==> config.mk <==
export PLATFORM = sky130hd
export DESIGN_NAME = sigmoid_pwl_pipe
export DESIGN_NICKNAME = d
export VERILOG_FILES = /design/src/rtl/sigmoid_pwl_pipe.sv
export SDC_FILE = /design/constraint.sdc
export NUM_CORES = 1
export LEC_CHECK = 0
export CORE_ASPECT_RATIO = 0.7
export CORE_MARGIN = 1.5
export CORE_UTILIZATION = 40
export DETAILED_ROUTE_END_ITERATION = 10
export PLACE_DENSITY = 0.65
export SLEW_MARGIN = 20
export SYNTH_ARGS = -nofsm -noshare
export SYNTH_HDL_FRONTEND = slang
export SYNTH_SLANG_ARGS = --single-unit
export TNS_END_PERCENT = 20
==> constraint.sdc <==
create_clock -name clk -period 2.25 [get_ports clk]
set_clock_uncertainty 0.1 [all_clocks]
set_input_delay 0.3375 -clock clk [delete_from_list [all_inputs] [get_ports clk]]
set_output_delay 0.3375 -clock clk [all_outputs]
set_load 0.02 [all_outputs]
==> src/rtl/sigmoid_pwl_pipe.sv <==
`default_nettype none
// ============================================================================
// Module   : sigmoid_pwl_pipe
// Purpose  : Fixed-point piecewise-linear sigmoid for the neuron activation
//            path. The segments use only shifts and adds. Negative inputs
//            are handled by symmetry: y(-x) = 1 - y(x).
//            This is a 3-stage valid/ready pipeline with one global enable.
// Ports    : clk, rst            - clock, synchronous active-high reset
//            in_valid/in_ready   - input handshake (x_in, tag_in)
//            x_in                - signed Q(X_FRAC) argument
//            tag_in / tag_out    - sideband tag, passed through unchanged
//            out_valid/out_ready - output handshake (y_out, tag_out)
//            y_out               - unsigned Q(Y_FRAC) result in [0, 1.0]
//            dy_out              - y*(1-y), present only with SIGMOID_DERIV_EN
// Options  : `define SIGMOID_DERIV_EN adds dy_out and a 4th stage.
// Revision : 1.0 - initial release
// ============================================================================
module sigmoid_pwl_pipe #(
    parameter int X_W    = 16,
    parameter int X_FRAC = 12,
    parameter int Y_W    = 16,
    parameter int Y_FRAC = 15,
    parameter int TAG_W  = 8
) (
    input  logic             clk,
    input  logic             rst,
    input  logic             in_valid,
    output logic             in_ready,
    input  logic [X_W-1:0]   x_in,
    input  logic [TAG_W-1:0] tag_in,
    output logic             out_valid,
    input  logic             out_ready,
    output logic [Y_W-1:0]   y_out,
`ifdef SIGMOID_DERIV_EN
    output logic [Y_W-1:0]   dy_out,
`endif
    output logic [TAG_W-1:0] tag_out
);

    // The segment value f is held with one guard bit above X_W.
    localparam int FW = X_W + 1;
    // This is the alignment from the input to the output fraction.
    // It is exact because Y_FRAC >= X_FRAC.
    localparam int SH = Y_FRAC - X_FRAC;
    localparam int EW = FW + SH;

    // The segment thresholds and offsets are in Q(X_FRAC).
    localparam logic [FW-1:0] ONE_X   = FW'(1 << X_FRAC);
    localparam logic [FW-1:0] THR_S2  = FW'((19 << X_FRAC) >> 3);  // 2.375
    localparam logic [FW-1:0] THR_S3  = FW'(5 << X_FRAC);          // 5.0
    localparam logic [FW-1:0] OFF_S0  = FW'((1 << X_FRAC) >> 1);   // 0.5
    localparam logic [FW-1:0] OFF_S1  = FW'((5 << X_FRAC) >> 3);   // 0.625
    localparam logic [FW-1:0] OFF_S2  = FW'((27 << X_FRAC) >> 5);  // 0.84375
    localparam logic [EW-1:0] ONE_Y   = {{(EW-1){1'b0}}, 1'b1} << Y_FRAC;
    localparam logic [X_W-1:0] MAX_POS = {1'b0, {(X_W-1){1'b1}}};

    logic w_en;
    assign w_en     = !out_valid || out_ready;
    assign in_ready = w_en;

    // ------------------------------------------------------------------
    // Stage 1: sign and saturating absolute value
    // ------------------------------------------------------------------
    logic             s1_valid_q, s1_sign_q;
    logic [X_W-1:0]   s1_abs_q, s1_abs_d, w_neg;
    logic [TAG_W-1:0] s1_tag_q;

    // Negating the most-negative code returns a value with the sign bit
    // still set. That is the single case that must saturate.
    assign w_neg = -x_in;

    always_comb begin
        s1_abs_d = x_in;
        if (x_in[X_W-1]) begin
            s1_abs_d = w_neg[X_W-1] ? MAX_POS : w_neg;
        end
    end

    always_ff @(posedge clk) begin
        if (rst) begin
            s1_valid_q <= 1'b0;
            s1_sign_q  <= 1'b0;
            s1_abs_q   <= '0;
            s1_tag_q   <= '0;
        end else if (w_en) begin
            s1_valid_q <= in_valid;
            s1_sign_q  <= x_in[X_W-1];
            s1_abs_q   <= s1_abs_d;
            s1_tag_q   <= tag_in;
        end
    end

    // ------------------------------------------------------------------
    // Stage 2: segment select and shift-add
    // ------------------------------------------------------------------
    logic             s2_valid_q, s2_sign_q;
    logic [FW-1:0]    s2_f_q, s2_f_d, w_a;
    logic [TAG_W-1:0] s2_tag_q;

    assign w_a = {1'b0, s1_abs_q};

    // A value on a boundary goes to the upper segment.
    always_comb begin
        s2_f_d = ONE_X;
        if (w_a < ONE_X) begin
            s2_f_d = (w_a >> 2) + OFF_S0;
        end else if (w_a < THR_S2) begin
            s2_f_d = (w_a >> 3) + OFF_S1;
        end else if (w_a < THR_S3) begin
            s2_f_d = (w_a >> 5) + OFF_S2;
        end
    end

    always_ff @(posedge clk) begin
        if (rst) begin
            s2_valid_q <= 1'b0;
            s2_sign_q  <= 1'b0;
            s2_f_q     <= '0;
            s2_tag_q   <= '0;
        end else if (w_en) begin
            s2_valid_q <= s1_valid_q;
            s2_sign_q  <= s1_sign_q;
            s2_f_q     <= s2_f_d;
            s2_tag_q   <= s1_tag_q;
        end
    end

    // ------------------------------------------------------------------
    // Stage 3: align to Q(Y_FRAC), clamp, apply symmetry
    // ------------------------------------------------------------------
    logic             s3_valid_q;
    logic [Y_W-1:0]   s3_y_q, s3_y_d;
    logic [TAG_W-1:0] s3_tag_q;
    logic [EW-1:0]    w_f_al, w_f_cl, w_y_full;

    assign w_f_al = EW'(s2_f_q) << SH;
    // f never exceeds 1.0 by construction. The clamp guarantees the
    // subtraction below can never go negative.
    assign w_f_cl   = (w_f_al > ONE_Y) ? ONE_Y : w_f_al;
    assign w_y_full = s2_sign_q ? (ONE_Y - w_f_cl) : w_f_cl;
    assign s3_y_d   = Y_W'(w_y_full);

    always_ff @(posedge clk) begin
        if (rst) begin
            s3_valid_q <= 1'b0;
            s3_y_q     <= '0;
            s3_tag_q   <= '0;
        end else if (w_en) begin
            s3_valid_q <= s2_valid_q;
            s3_y_q     <= s3_y_d;
            s3_tag_q   <= s2_tag_q;
        end
    end

`ifdef SIGMOID_DERIV_EN
    // ------------------------------------------------------------------
    // Stage 4: gradient y*(1-y), truncated to Q(Y_FRAC)
    // ------------------------------------------------------------------
    localparam int PW = 2 * Y_W;
    localparam logic [Y_W-1:0] ONE_YW = Y_W'(ONE_Y);

    logic             s4_valid_q;
    logic [Y_W-1:0]   s4_y_q, s4_dy_q, s4_dy_d, w_omy;
    logic [TAG_W-1:0] s4_tag_q;
    logic [PW-1:0]    w_prod;

    assign w_omy   = ONE_YW - s3_y_q;
    assign w_prod  = PW'(s3_y_q) * PW'(w_omy);
    assign s4_dy_d = Y_W'(w_prod >> Y_FRAC);

    always_ff @(posedge clk) begin
        if (rst) begin
            s4_valid_q <= 1'b0;
            s4_y_q     <= '0;
            s4_dy_q    <= '0;
            s4_tag_q   <= '0;
        end else if (w_en) begin
            s4_valid_q <= s3_valid_q;
            s4_y_q     <= s3_y_q;
            s4_dy_q    <= s4_dy_d;
            s4_tag_q   <= s3_tag_q;
        end
    end

    assign out_valid = s4_valid_q;
    assign y_out     = s4_y_q;
    assign dy_out    = s4_dy_q;
    assign tag_out   = s4_tag_q;
`else
    assign out_valid = s3_valid_q;
    assign y_out     = s3_y_q;
    assign tag_out   = s3_tag_q;
`endif

endmodule
`default_nettype wire

==> results.toml <==
[yosys]
ys.flop_type = "dfxtp_1"
yosysTopAreaCell = "dfxtp_1"
synth_edf_count = 0
synth.area.mux_share_pct = 1.97
synthAdderAreaFrac_pct = 2.46
syn_avg_cell_area_um2 = 8.04
synthTopCellsByCount = "nand2_1, dfxtp_1, a21oi_1"
async_reset_ff_share_pct = 0
yosys_warnings = 0
synth_xor_area_share_pct = 4.43
synth.most_common_cell = "nand2_1"
synth-simple-area-share_pct = 27.1
ys_ff_latch = 69
synthesis.instances = 443
synth_compound_area_share_pct = 19.6
syn_area_um2 = 3560
synth_top_family_by_area = "simple AND/OR/NAND/NOR gates"
synth.area.top_cells = "dfxtp_1, nand2_1, a21oi_1"
synth_cell_types = 45
synth_sequential_area_ratio_pct = 38.8
synthDominantCellAreaShare_pct = 38.8

[pwr]
p_leak_nw = 1.80
pwr_density_cell_nw_per_um2 = 731
power.total_mw = 3.40
ir_worst_vdd_mv = 0.361

[setup_path]
reg2reg_depth = 7
path_max_fanout = 3
rr_startpoint = "s1_abs_q[12]"
worst_r2r_endpoint = "s2_f_q[0]"
crit_path_end_kind = "register"
startpoint_type = "primary input"
r2r_slack_ns = 0.26
worst_ep_required_time_ns = 2.39
worstSetupPathType = "primary input to register"
critPathArrivalTime_ns = 2.27

[hold_path]
min_path_cells = 2
hold_path.class = "register to register"
hold_path_startpoint = "s1_tag_q[2]"
min_to = "s1_tag_q[2]"

[die]
io_pins = 54
die_area_um2 = 9480
start_util_pct = 41.6
rows = 28
die_w_um = 116
coreArea_um2 = 8550
die_h_um = 81.9

[layout]
regArea_um2 = 1380
nFillCells = 827
drive_gt1_share_pct = 16.9
fin_area_um2 = 4650
fin_nets = 540
syn2layout_area_growth_pct = 30.6
antenna_cells = 0
instances_no_fill = 630
multiInputGateArea_um2 = 2000

[timing]
drv_slew = 0
maxSlewHeadroom_pct = 66.1
fin_ws_ns = 0.123
finalHoldViolations = 0
grt_setup_unrepaired = "no"
finalSetupViolations = 0
fmax_mhz = 470
worst_slew_pin_slew_ns = 0.509
timing.final.crit_period_ns = 2.13
period_share_pct = 94.6

[clocking]
cts.clk_slew.worst_paths_ns = 0.06
h-tree-depth = 3
cts_sinks = 69
cts.path.max_buffers = 2
cts_buffers = 9
cts-root-buf = "clkbuf_16"
insertion_delay_ns = 0.34
cts_tree = "built"

[global_route]
grt_max_degree = 65
globalRouteMet3Util_pct = 4.58
use_met2_pct = 28.8
grt_pass1_wl_mm = 14.1
grt_pass1_vias = 2960
grt.busiest_layer = "met2"
antenna_found_initial = 0
grt_use_met1_pct = 25.8
grt_overflow = 0
track_usage_pct = 19.0

[placed_design]
gp_congestion = 0.901
detailedPlace.worstSlack_ns = -0.457
dpl.hpwl_mm = 5.78
io_buffers = 50
dp.cells = 613
place_area_um2 = 4330

[drt]
dr.pass1.iters = 4
dr.first_iter.drc_count = 259
wl_per_cell_um = 13.1
route.detailed.drc = 0
wl_mm = 8.25
ant_nets = 0
viasPerCell = 5.24
vias = 3299

[status]
status = "finished, final reports clean"

[flow_run]
maxCapViolCount = 0
[where the power goes]
group          switching, mW  internal [mW]  total, mW  leakage (nW)
registers             0.0896           1.32       1.41         0.569
clock network          0.582          0.772       1.35         0.140
logic                  0.331          0.306      0.638          1.09
total                   1.00           2.39       3.40          1.80
[layout by cell type (no fill, tap or decap), types with 8 or more instances in the layout]
cell type        count
nand3_1              9
xnor2_1             13
buf_4               33
clkdlybuf4s50_1     45
clkbuf_16            9
nor3_1              15
dfxtp_1             68
nor3_2              21
nand2_1             81
a221oi_1            10
a21oi_1             42
a211oi_1             8
o21ai_0             22
nor2_1              39
[final cells by class]
cell class	instances	area share, %
Timing Repair Buffer	86	17.3
Clock buffer	9	4.84
Multi-Input combinational cell	333	42.9
Sequential cell	69	29.7
Tap cell	120	3.23
Inverter	6	0.484
Clock inverter	7	1.45
[per-layer routing]
layer  wire (µm)  part of all wire (%)  vias up
met5           0                     0        -
met4         129                   1.6        0
met3         398                   4.8       12
met2        3610                    44       88
met1        4110                    50     1517
li1            -                     -     1682
[critical path: stages]
cell,delay [ns]
clkdlybuf4s50_1,0.42
or3_4,0.40
or3_4,0.37
nor4b_4,0.31
buf_4,0.18
nor3_1,0.04
a211oi_1,0.21
[worst max-delay path by stage]
stage	to	slack [ns]	startpoint
2_1_floorplan	s1_abs_q[10]	0.02	x_in[3]
3_3_place_gp	s1_abs_q[2]	-0.37	x_in[3]
3_5_place_dp	s1_abs_q[5]	-0.46	x_in[3]
4_1_cts	s1_abs_q[5]	0.02	x_in[3]
5_1_grt	s1_abs_q[12]	0.004	x_in[11]
6_report	s1_abs_q[12]	0.12	x_in[7]
[cells by family (layout without fill, tap and decap cells)]
| group | count (synthesis) | after routing |
|---|---|---|
| compound gates | 110 | 110 |
| xor+xnor | 18 | 18 |
| fa+ha+maj | 7 | 7 |
| buf+inv | 43 | 108 |
| flops | 69 | 69 |
| mux | 7 | 7 |
| other cells | 1 | 3 |
| simple gates | 188 | 188 |
[registers in the layout (all words and copies together), names as in the netlist, 8 cells and up]
register	count
s2_f_q	14
tag_out	8
s1_abs_q	13
s1_tag_q	8
s2_tag_q	8
y_out	13
[per-stage QoR]
step	util [%]	TNS [ns]	hold slack (ns)
2_1_floorplan	-	0	0.332
3_3_place_gp	50.7	-4.18	0.339
3_5_place_dp	50.7	-5.02	0.345
4_1_cts	54.2	0	0.353
5_1_grt	54.4	0	0.363
6_report	54.4	0	0.351
[timing repair]
action / 4_1_cts / 5_1_grt
pin swaps: 3 / 4
hold buffers: 0 / 0
gates resized for setup: 1 / 5
hold endpoints to repair: 0 / 0
buffers inserted: 0 / 1
setup endpoints to repair: 9 / 16
No activity file was read; power rests on OpenSTA's default activity.
